==> config.mk <==
export PLATFORM = sky130hd
export DESIGN_NAME = dram_burst_reader
export DESIGN_NICKNAME = d
export VERILOG_FILES = /design/src/rtl/dram_burst_reader.sv
export SDC_FILE = /design/constraint.sdc
export NUM_CORES = 1
export LEC_CHECK = 0
export ABC_AREA = 1
export BUFFER_PORTS_ARGS = -buffer_cell sky130_fd_sc_hd__buf_2
export CAP_MARGIN = 20
export CORE_ASPECT_RATIO = 0.5
export CORE_MARGIN = 2
export CORE_UTILIZATION = 62
export CTS_CLUSTER_DIAMETER = 120
export CTS_CLUSTER_SIZE = 30
export DETAILED_ROUTE_END_ITERATION = 10
export GPL_TIMING_DRIVEN = 0
export PLACE_DENSITY = 0.85
export REMOVE_ABC_BUFFERS = 1
export SLEW_MARGIN = 20
export SYNTH_ARGS = -nofsm -noshare
export SYNTH_HDL_FRONTEND = slang
export SYNTH_SLANG_ARGS = --single-unit
==> constraint.sdc <==
create_clock -name wclk -period 5.1 [get_ports wclk]
set_clock_uncertainty 0.2 [all_clocks]
set_input_delay 0.51 -clock wclk [delete_from_list [all_inputs] [get_ports wclk]]
set_output_delay 0.51 -clock wclk [all_outputs]
set_load 0.01 [all_outputs]
==> src/rtl/dram_burst_reader.sv <==
// Purpose : DRAM-side read engine feeding the interface-unit FIFO write port (wclk domain).
// Latency : dram_rvalid in cycle N gives valid_from_DRAM in cycle N+1 at the earliest.
// Backpres: wfull stalls the skid head; requests throttle once outstanding+buffered hits SKID_DEPTH.
//
// Ports:
//   wclk, reset (async, active-low)
//   start / base_address / length   transfer command (length 0 is a no-op with a done pulse)
//   busy, done                      status; done is a single-cycle pulse
//   dram_req / dram_addr / dram_gnt read request handshake
//   dram_rvalid / dram_rdata        in-order read responses, arbitrary latency >= 1
//   wfull                           FIFO full (back-pressure)
//   valid_from_DRAM / wdata_from_DRAM  FIFO write strobe and data
//   protocol_err                    sticky: response seen with nothing outstanding
//   stall_cycles                    only when STALL_CNT_EN is defined
//
// Optional feature macro: STALL_CNT_EN (adds the saturating stall_cycles counter and port).

module dram_burst_reader #(
  parameter int FIFO_WIDTH = 64,
  parameter int ADDR_WIDTH = 20,
  parameter int LEN_WIDTH  = 16,
  parameter int SKID_DEPTH = 4,
  parameter int ADDR_STEP  = 1
) (
  input  logic                  wclk,
  input  logic                  reset,
  input  logic                  start,
  input  logic [ADDR_WIDTH-1:0] base_address,
  input  logic [LEN_WIDTH-1:0]  length,
  output logic                  busy,
  output logic                  done,
  output logic                  dram_req,
  output logic [ADDR_WIDTH-1:0] dram_addr,
  input  logic                  dram_gnt,
  input  logic                  dram_rvalid,
  input  logic [FIFO_WIDTH-1:0] dram_rdata,
  input  logic                  wfull,
  output logic                  valid_from_DRAM,
  output logic [FIFO_WIDTH-1:0] wdata_from_DRAM,
  output logic                  protocol_err
`ifdef STALL_CNT_EN
  ,
  output logic [15:0]           stall_cycles
`endif
);

  localparam int CW = $clog2(SKID_DEPTH) + 1;  // counter width, holds 0..SKID_DEPTH
  localparam int PW = $clog2(SKID_DEPTH);      // skid pointer width

  typedef enum logic [1:0] {
    S_IDLE  = 2'd0,
    S_REQ   = 2'd1,
    S_DRAIN = 2'd2,
    S_DONE  = 2'd3
  } state_t;

  state_t                state_q;
  logic [ADDR_WIDTH-1:0] addr_q;
  logic [LEN_WIDTH-1:0]  remaining_q;
  logic [CW-1:0]         outstanding_q;
  logic [CW-1:0]         skid_count_q;
  logic [PW-1:0]         rd_ptr_q;
  logic [PW-1:0]         wr_ptr_q;
  logic [FIFO_WIDTH-1:0] skid_mem [SKID_DEPTH];
  logic                  perr_q;

  logic [CW:0]           credit_used;
  logic                  gnt_acc;
  logic                  rsp_acc;
  logic                  skid_empty;
  logic                  pop;

  // Words in flight plus words parked locally never exceed the buffer size,
  // so a response always has somewhere to land even with wfull held.
  assign credit_used = {1'b0, outstanding_q} + {1'b0, skid_count_q};
  assign skid_empty  = (skid_count_q == '0);

  // Inside REQ, only a grant can raise credit_used (a response moves a word
  // from outstanding to the buffer, a pop lowers it), so a raised request
  // stays up with a stable address until it is granted.
  assign dram_req  = (state_q == S_REQ) && (credit_used < (CW + 1)'(SKID_DEPTH));
  assign dram_addr = addr_q;
  assign gnt_acc   = dram_req & dram_gnt;

  // A response with nothing outstanding is dropped rather than underflowing.
  assign rsp_acc   = dram_rvalid & (outstanding_q != '0);

  assign pop             = !skid_empty & !wfull;
  assign valid_from_DRAM = pop;
  assign wdata_from_DRAM = skid_mem[rd_ptr_q];

  assign busy         = (state_q != S_IDLE);
  assign done         = (state_q == S_DONE);
  assign protocol_err = perr_q;

  // Control FSM with address and length tracking.
  always_ff @(posedge wclk or negedge reset) begin
    if (!reset) begin
      state_q     <= S_IDLE;
      addr_q      <= '0;
      remaining_q <= '0;
    end else begin
      case (state_q)
        S_IDLE: begin
          if (start) begin
            if (length != '0) begin
              addr_q      <= base_address;
              remaining_q <= length;
              state_q     <= S_REQ;
            end else begin
              state_q <= S_DONE;
            end
          end
        end
        S_REQ: begin
          if (gnt_acc) begin
            addr_q      <= addr_q + ADDR_WIDTH'(ADDR_STEP);
            remaining_q <= remaining_q - LEN_WIDTH'(1);
            if (remaining_q == LEN_WIDTH'(1)) begin
              state_q <= S_DRAIN;
            end
          end
        end
        S_DRAIN: begin
          if ((outstanding_q == '0) && skid_empty) begin
            state_q <= S_DONE;
          end
        end
        S_DONE: begin
          state_q <= S_IDLE;
        end
        default: begin
          state_q <= S_IDLE;
        end
      endcase
    end
  end

  // Outstanding-request counter; grant and response together net to zero.
  always_ff @(posedge wclk or negedge reset) begin
    if (!reset) begin
      outstanding_q <= '0;
    end else begin
      case ({gnt_acc, rsp_acc})
        2'b10:   outstanding_q <= outstanding_q + CW'(1);
        2'b01:   outstanding_q <= outstanding_q - CW'(1);
        default: outstanding_q <= outstanding_q;
      endcase
    end
  end

  // Skid buffer: circular store, push on accepted response, pop on FIFO write.
  always_ff @(posedge wclk or negedge reset) begin
    if (!reset) begin
      rd_ptr_q     <= '0;
      wr_ptr_q     <= '0;
      skid_count_q <= '0;
      for (int i = 0; i < SKID_DEPTH; i++) begin
        skid_mem[i] <= '0;
      end
    end else begin
      if (rsp_acc) begin
        skid_mem[wr_ptr_q] <= dram_rdata;
        wr_ptr_q           <= wr_ptr_q + PW'(1);
      end
      if (pop) begin
        rd_ptr_q <= rd_ptr_q + PW'(1);
      end
      case ({rsp_acc, pop})
        2'b10:   skid_count_q <= skid_count_q + CW'(1);
        2'b01:   skid_count_q <= skid_count_q - CW'(1);
        default: skid_count_q <= skid_count_q;
      endcase
    end
  end

  // Sticky protocol error: only reset clears it.
  always_ff @(posedge wclk or negedge reset) begin
    if (!reset) begin
      perr_q <= 1'b0;
    end else if (dram_rvalid && (outstanding_q == '0)) begin
      perr_q <= 1'b1;
    end
  end

`ifdef STALL_CNT_EN
  // Cycles where data is waiting but the FIFO refuses it; saturating,
  // restarted by each accepted command.
  logic [15:0] stall_q;

  always_ff @(posedge wclk or negedge reset) begin
    if (!reset) begin
      stall_q <= '0;
    end else if ((state_q == S_IDLE) && start) begin
      stall_q <= '0;
    end else if (!skid_empty && wfull && (stall_q != 16'hFFFF)) begin
      stall_q <= stall_q + 16'd1;
    end
  end

  assign stall_cycles = stall_q;
`endif

endmodule

# Word-level counts from Yosys, hierarchy flattened
# Index checks and enable logic that the tools add are counted.
# op_classes
n_addsub	9
magnitude_cmp	4
eq_ne	13
mux	22
bitwise_logic	5
n_reduce_logical	17
# ops
cell	n
256-bit bitwise mux	1
64-bit 2-to-1 mux	3
64-bit binary-select mux with 2-bit select	1
64-bit demux with 2-bit select	1
20-bit 2-to-1 mux	3
16-bit 2-to-1 mux	3
20-bit one-hot mux with 2 select lines	1
16-bit one-hot mux with 2 select lines	1
20-bit by 1-bit adder with 20-bit output, second input constant	1
16-bit by 1-bit == test with 1-bit output, second input constant	1
16-bit nonzero test	1
16-bit by 1-bit subtractor with 16-bit output, second input constant	1
3-bit one-hot mux with 2 select lines	2
2-bit 2-to-1 mux	5
2-bit == test, second input constant	4
2-bit != test, second input constant	4
2-bit one-hot mux with 4 select lines	1
4-bit AND reduction	2
2-bit nonzero test	4
3-bit by 1-bit adder with 3-bit output, second input constant	2
2-bit by 1-bit == test with 1-bit output, second input constant	3
3-bit >= comparator, second input constant	2
3-bit zero test	2
2-bit NOT with 3-bit output	2
11 further kinds	19
# totals
reg_bits	305
inputBits	106
output_inout_bits	89
elab_cells	82

# Logic depth before layout (Yosys ltp)
# logic_depth
depth_word	6
depth_mapped	13

# Worst setup path after synthesis
# Ideal clock, no wire load.
# synth_path
path_type	register -> register
startpoint	register state_q[0]
endpoint	register outstanding_q[2]
setup_ns	0.131
t_arrival_ns	1.879
t_required_ns	4.769
slack_ns	2.890
stages_incl_launch_ff	12
n_path_buf	1
period_less_slack_ns	2.210
path_cell_list	dfrtp_1 ha_1 buf_4 inv_2 nor2_4 nand4_2 ha_1 inv_1 fa_1 a21oi_1 o21ai_0 xor2_1
# synth_between
elab_chain_len	5
# synth_lines
item	line_no	source
start: declaration	57	state_t state_q;
start signal: assignment	99	state_q <= S_IDLE;
start signal: assignment	109	state_q <= S_REQ;
start signal: assignment	111	state_q <= S_DONE;
2-bit by 1-bit == test with 1-bit output *	81	assign dram_req = (state_q == S_REQ) && (credit_used < (CW + 1)'(SKID_DEPTH));
1-bit logical AND *	81	
1-bit AND *	83	assign gnt_acc = dram_req & dram_gnt;
2-bit by 1-bit == test with 1-bit output / 2-bit == test (equally long branches)	144	case ({gnt_acc, rsp_acc})
3-bit one-hot mux with 2 select lines / 2-bit nonzero test (equally long branches)	-	
end signal: assignment	145	2'b10: outstanding_q <= outstanding_q + CW'(1);
end signal: assignment	146	2'b01: outstanding_q <= outstanding_q - CW'(1);
end signal: assignment	147	default: outstanding_q <= outstanding_q;
end: declaration	60	logic [CW-1:0] outstanding_q;
# Mark *: on every way between the ends. The rest lies on a longest branch, timed or not.
# A chain may end at the register's enable or synchronous reset.

# Worst setup path in the final report
# layout_path
startpoint	register rd_ptr_q[0]
endpoint	output port wdata_from_DRAM[6]
# layout_between
elab_chain_len	4
# layout_lines
item	line_no	source
start: declaration	62	logic [PW-1:0] rd_ptr_q;
start signal: assignment	167	rd_ptr_q <= rd_ptr_q + PW'(1);
2-bit NOT with 3-bit output (not written as such)	90	assign wdata_from_DRAM = skid_mem[rd_ptr_q];
64-bit binary-select mux with 2-bit select	90	
64-bit 2-to-1 mux (not written as such) (2 in series)	90	
end: declaration	39	output logic [FIFO_WIDTH-1:0] wdata_from_DRAM,
# Every way passes these cells. The select of a mux whose other input is x is not followed.

==> qor.txt <==
status -> completed
normalized max-slew margin -> 52.9%
Worst EP arrival -> 2.69 ns
Synth top area share -> 52.9%
Max Slew Vio Count -> 0
initial antenna violation count -> 2
Setup TNS -> 0 ns
DRC Markers -> 0
wire length per cell -> 15.5 um
#FFs+latches synth -> 305
DR vias/cell -> 5.69
Clock Path Buffers -> 3
final hold violations -> 0
delay-heaviest family, CP -> buffers and inverters
H-tree levels -> 1
row count -> 39
CP Data Required Time -> 4.39 ns
Sink Count -> 305
floorplan core area -> 22800 um^2
worst skew pair latency -> 0.51 ns
final instance area -> 16100 um^2
number of setup buffers added after CTS -> 0
RSZ-0062 raised after global routing -> false
Tot Pwr -> 10.7 mW
CP peak stage delay -> 0.66 ns
worst-margin pin slew -> 0.706 ns
Pwr per Cell Area -> 663 nW/um^2
global route overflow -> 0
die area -> 24600 um^2
Avg Cell Area, Syn -> 8.02 um^2
Multi-input gate area -> 5850 um^2
Die Span Y -> 112 um
Post-DP HPWL -> 21.8 mm
Root Buffer -> clkbuf_16
Seq. cell area -> 7640 um^2
cells along the critical path -> buf_12, inv_6, buf_16, o21ai_0, o22ai_1, buf_2
Setup crit start kind -> flip-flop
Yosys top cell by area -> dfrtp_1
Peak VDD IR -> 0.377 mV
via count -> 12600
TritonCTS clock tree -> built
f_max -> 0.294 GHz
area post-placement -> 15700 um^2
# setup viols final -> 0
synthesized instance count -> 1798
Initial Util -> 63.2%
Routed WL -> 34.5 mm
Period minus WS final -> 3.40 ns
placer congestion estimate -> 0.828
Worst Hold Class -> in2reg
sequential-to-total area share from yosys stat -> 52.9%
clock buffer count from CTS -> 14
IO Port Bufs -> 194
DRT Pass-1 Iters -> 6
maxcap violations -> 0
Boundary Pins -> 195
Die X -> 220 um
fin nets -> 2034
Post-DRT Antenna Nets -> 0
Synthesis Warnings -> 0
largest net degree at the start of global routing -> 89
synth top area cells -> dfrtp_1 53%, o21ai_0 14%, nand2_1 12%, nor2_1 4.9%, inv_1 3.0%
WS Path Type -> reg2out
Final period util -> 66.6%
initial drt markers -> 1090
Lkg Pwr -> 8.03 nW
library cells used by synthesis -> 34
Crit Path Max Fanout -> 72
GRT Resource Usage Total -> 28.7%
vias in the first global route -> 11700
Layout Utilization -> 70.4%
Syn Std Cell Area -> 14400 um^2
Crit-path slowest cell -> dfrtp_4
CP Capture Type -> primary output
WP buf/inv -> 4
fillers -> 1872
Synth-to-Final Area Change -> 11.4%
first-pass GRT wire length -> 57.4 mm
layout cells sized above 1 -> 13.4%
clk slew on worst S/H paths -> 0.12 ns
==> flip-flops by register name, summed over array words and instances, names as in the netlist <==
register / count
dram_addr: 20
outstanding_q: 3
protocol_err: 1
rd_ptr_q: 2
remaining_q: 16
skid_count_q: 3
skid_mem: 256
state_q: 2
wr_ptr_q: 2
==> worst register-to-register path, delay by kind of cell, from the launching register on <==
kind / cells / cell delay, ns
AND/OR/NAND/NOR: 7 / 1.23
buffers and inverters: 4 / 1.00
adder cells (fa/ha/maj): 1 / 0.31
flip-flops: 1 / 0.42
==> metal layers <==
metal / share of wire [%] / GRT usage, %
met4: 1.5 / 5.64
met1: 44 / 40.7
met5: 0.041 / 0
met3: 5.9 / 4.07
met2: 48 / 47.8
==> power breakdown <==
| group | switching (mW) | internal (mW) | leakage [nW] |
|---|---|---|---|
| combinational | 3.15 | 1.87 | 4.02 |
| sequential | 0.771 | 3.54 | 3.81 |
| clock | 0.768 | 0.548 | 0.197 |
==> stage by stage <==
step | setup WS (ns) | std cells | hold WS [ns]
detailed placement | 1.88 | 2201 | 0.267
floorplan | -0.0901 | 1686 | 0.0144
CTS | 1.73 | 2219 | 0.0657
global placement | -3.74 | 2187 | 0.255
global route | 1.55 | 2220 | 0.0952
finish | 1.70 | 2220 | 0.0769
==> Yosys cell counts, drive strengths merged <==
| cell type | count |
|---|---|
| inv | 121 |
| or2 | 12 |
| o22ai | 64 |
| nand3b | 2 |
| o21bai | 3 |
| xnor2 | 3 |
| clkinv | 1 |
| nor2 | 192 |
| buf | 51 |
| nor3 | 1 |
| dfrtp | 305 |
| ha | 15 |
| nand3 | 57 |
| o31ai | 2 |
| clkbuf | 61 |
| fa | 2 |
| a21oi | 6 |
| o21ai | 418 |
| nand4 | 6 |
| a31oi | 1 |
| xor2 | 5 |
| and3 | 1 |
| nand2 | 468 |
| and2 | 1 |
==> cell families after synthesis <==
kind of cell / synth area share (%)
xor+xnor: 0.486
buf+inv: 6.75
compound gates: 17.8
fa+ha+maj: 1.58
simple gates: 20.5
flops: 52.9
==> area by class of cell <==
cell class                      count  area share, %
Inverter                          122           2.89
Multi-Input combinational cell   1259           36.4
Clock buffer                       16           2.36
Tap cell                          307           2.39
Antenna cell                        1         0.0156
Timing Repair Buffer              209           8.23
Clock inverter                      1          0.187
Sequential cell                   305           47.5
==> final timing paths <==
path	start	to	slack [ns]	cells after the start
setup / recovery	rd_ptr_q[0]	wdata_from_DRAM[6]	1.70	6
hold / removal	base_address[1]	dram_addr[1]	0.08	5
setup reg to reg	state_q[1]	remaining_q[7]	1.81	12
hold reg to reg	skid_mem[190]	skid_mem[190]	0.29	2
max in group asynchronous	reset	skid_mem[170]	2.83	5
min in group asynchronous	reset	state_q[1]	0.28	2
==> cells in the final DEF, fill, tap and decap left out, types with 10 or more instances in the layout <==
master,instances
buf_2,193
clkbuf_16,15
dfrtp_1,303
ha_1,14
inv_1,116
nand2_1,461
nand3_1,56
nor2_1,190
o21ai_0,408
o21ai_1,10
o22ai_1,64
or2_2,12
==> repair_timing <==
item                                   in CTS  in global routing
hold buffers                                1                  0
gates resized for setup                     0                  0
endpoints found under the hold margin      58                  0
No activity file was read; power rests on OpenSTA's default activity.
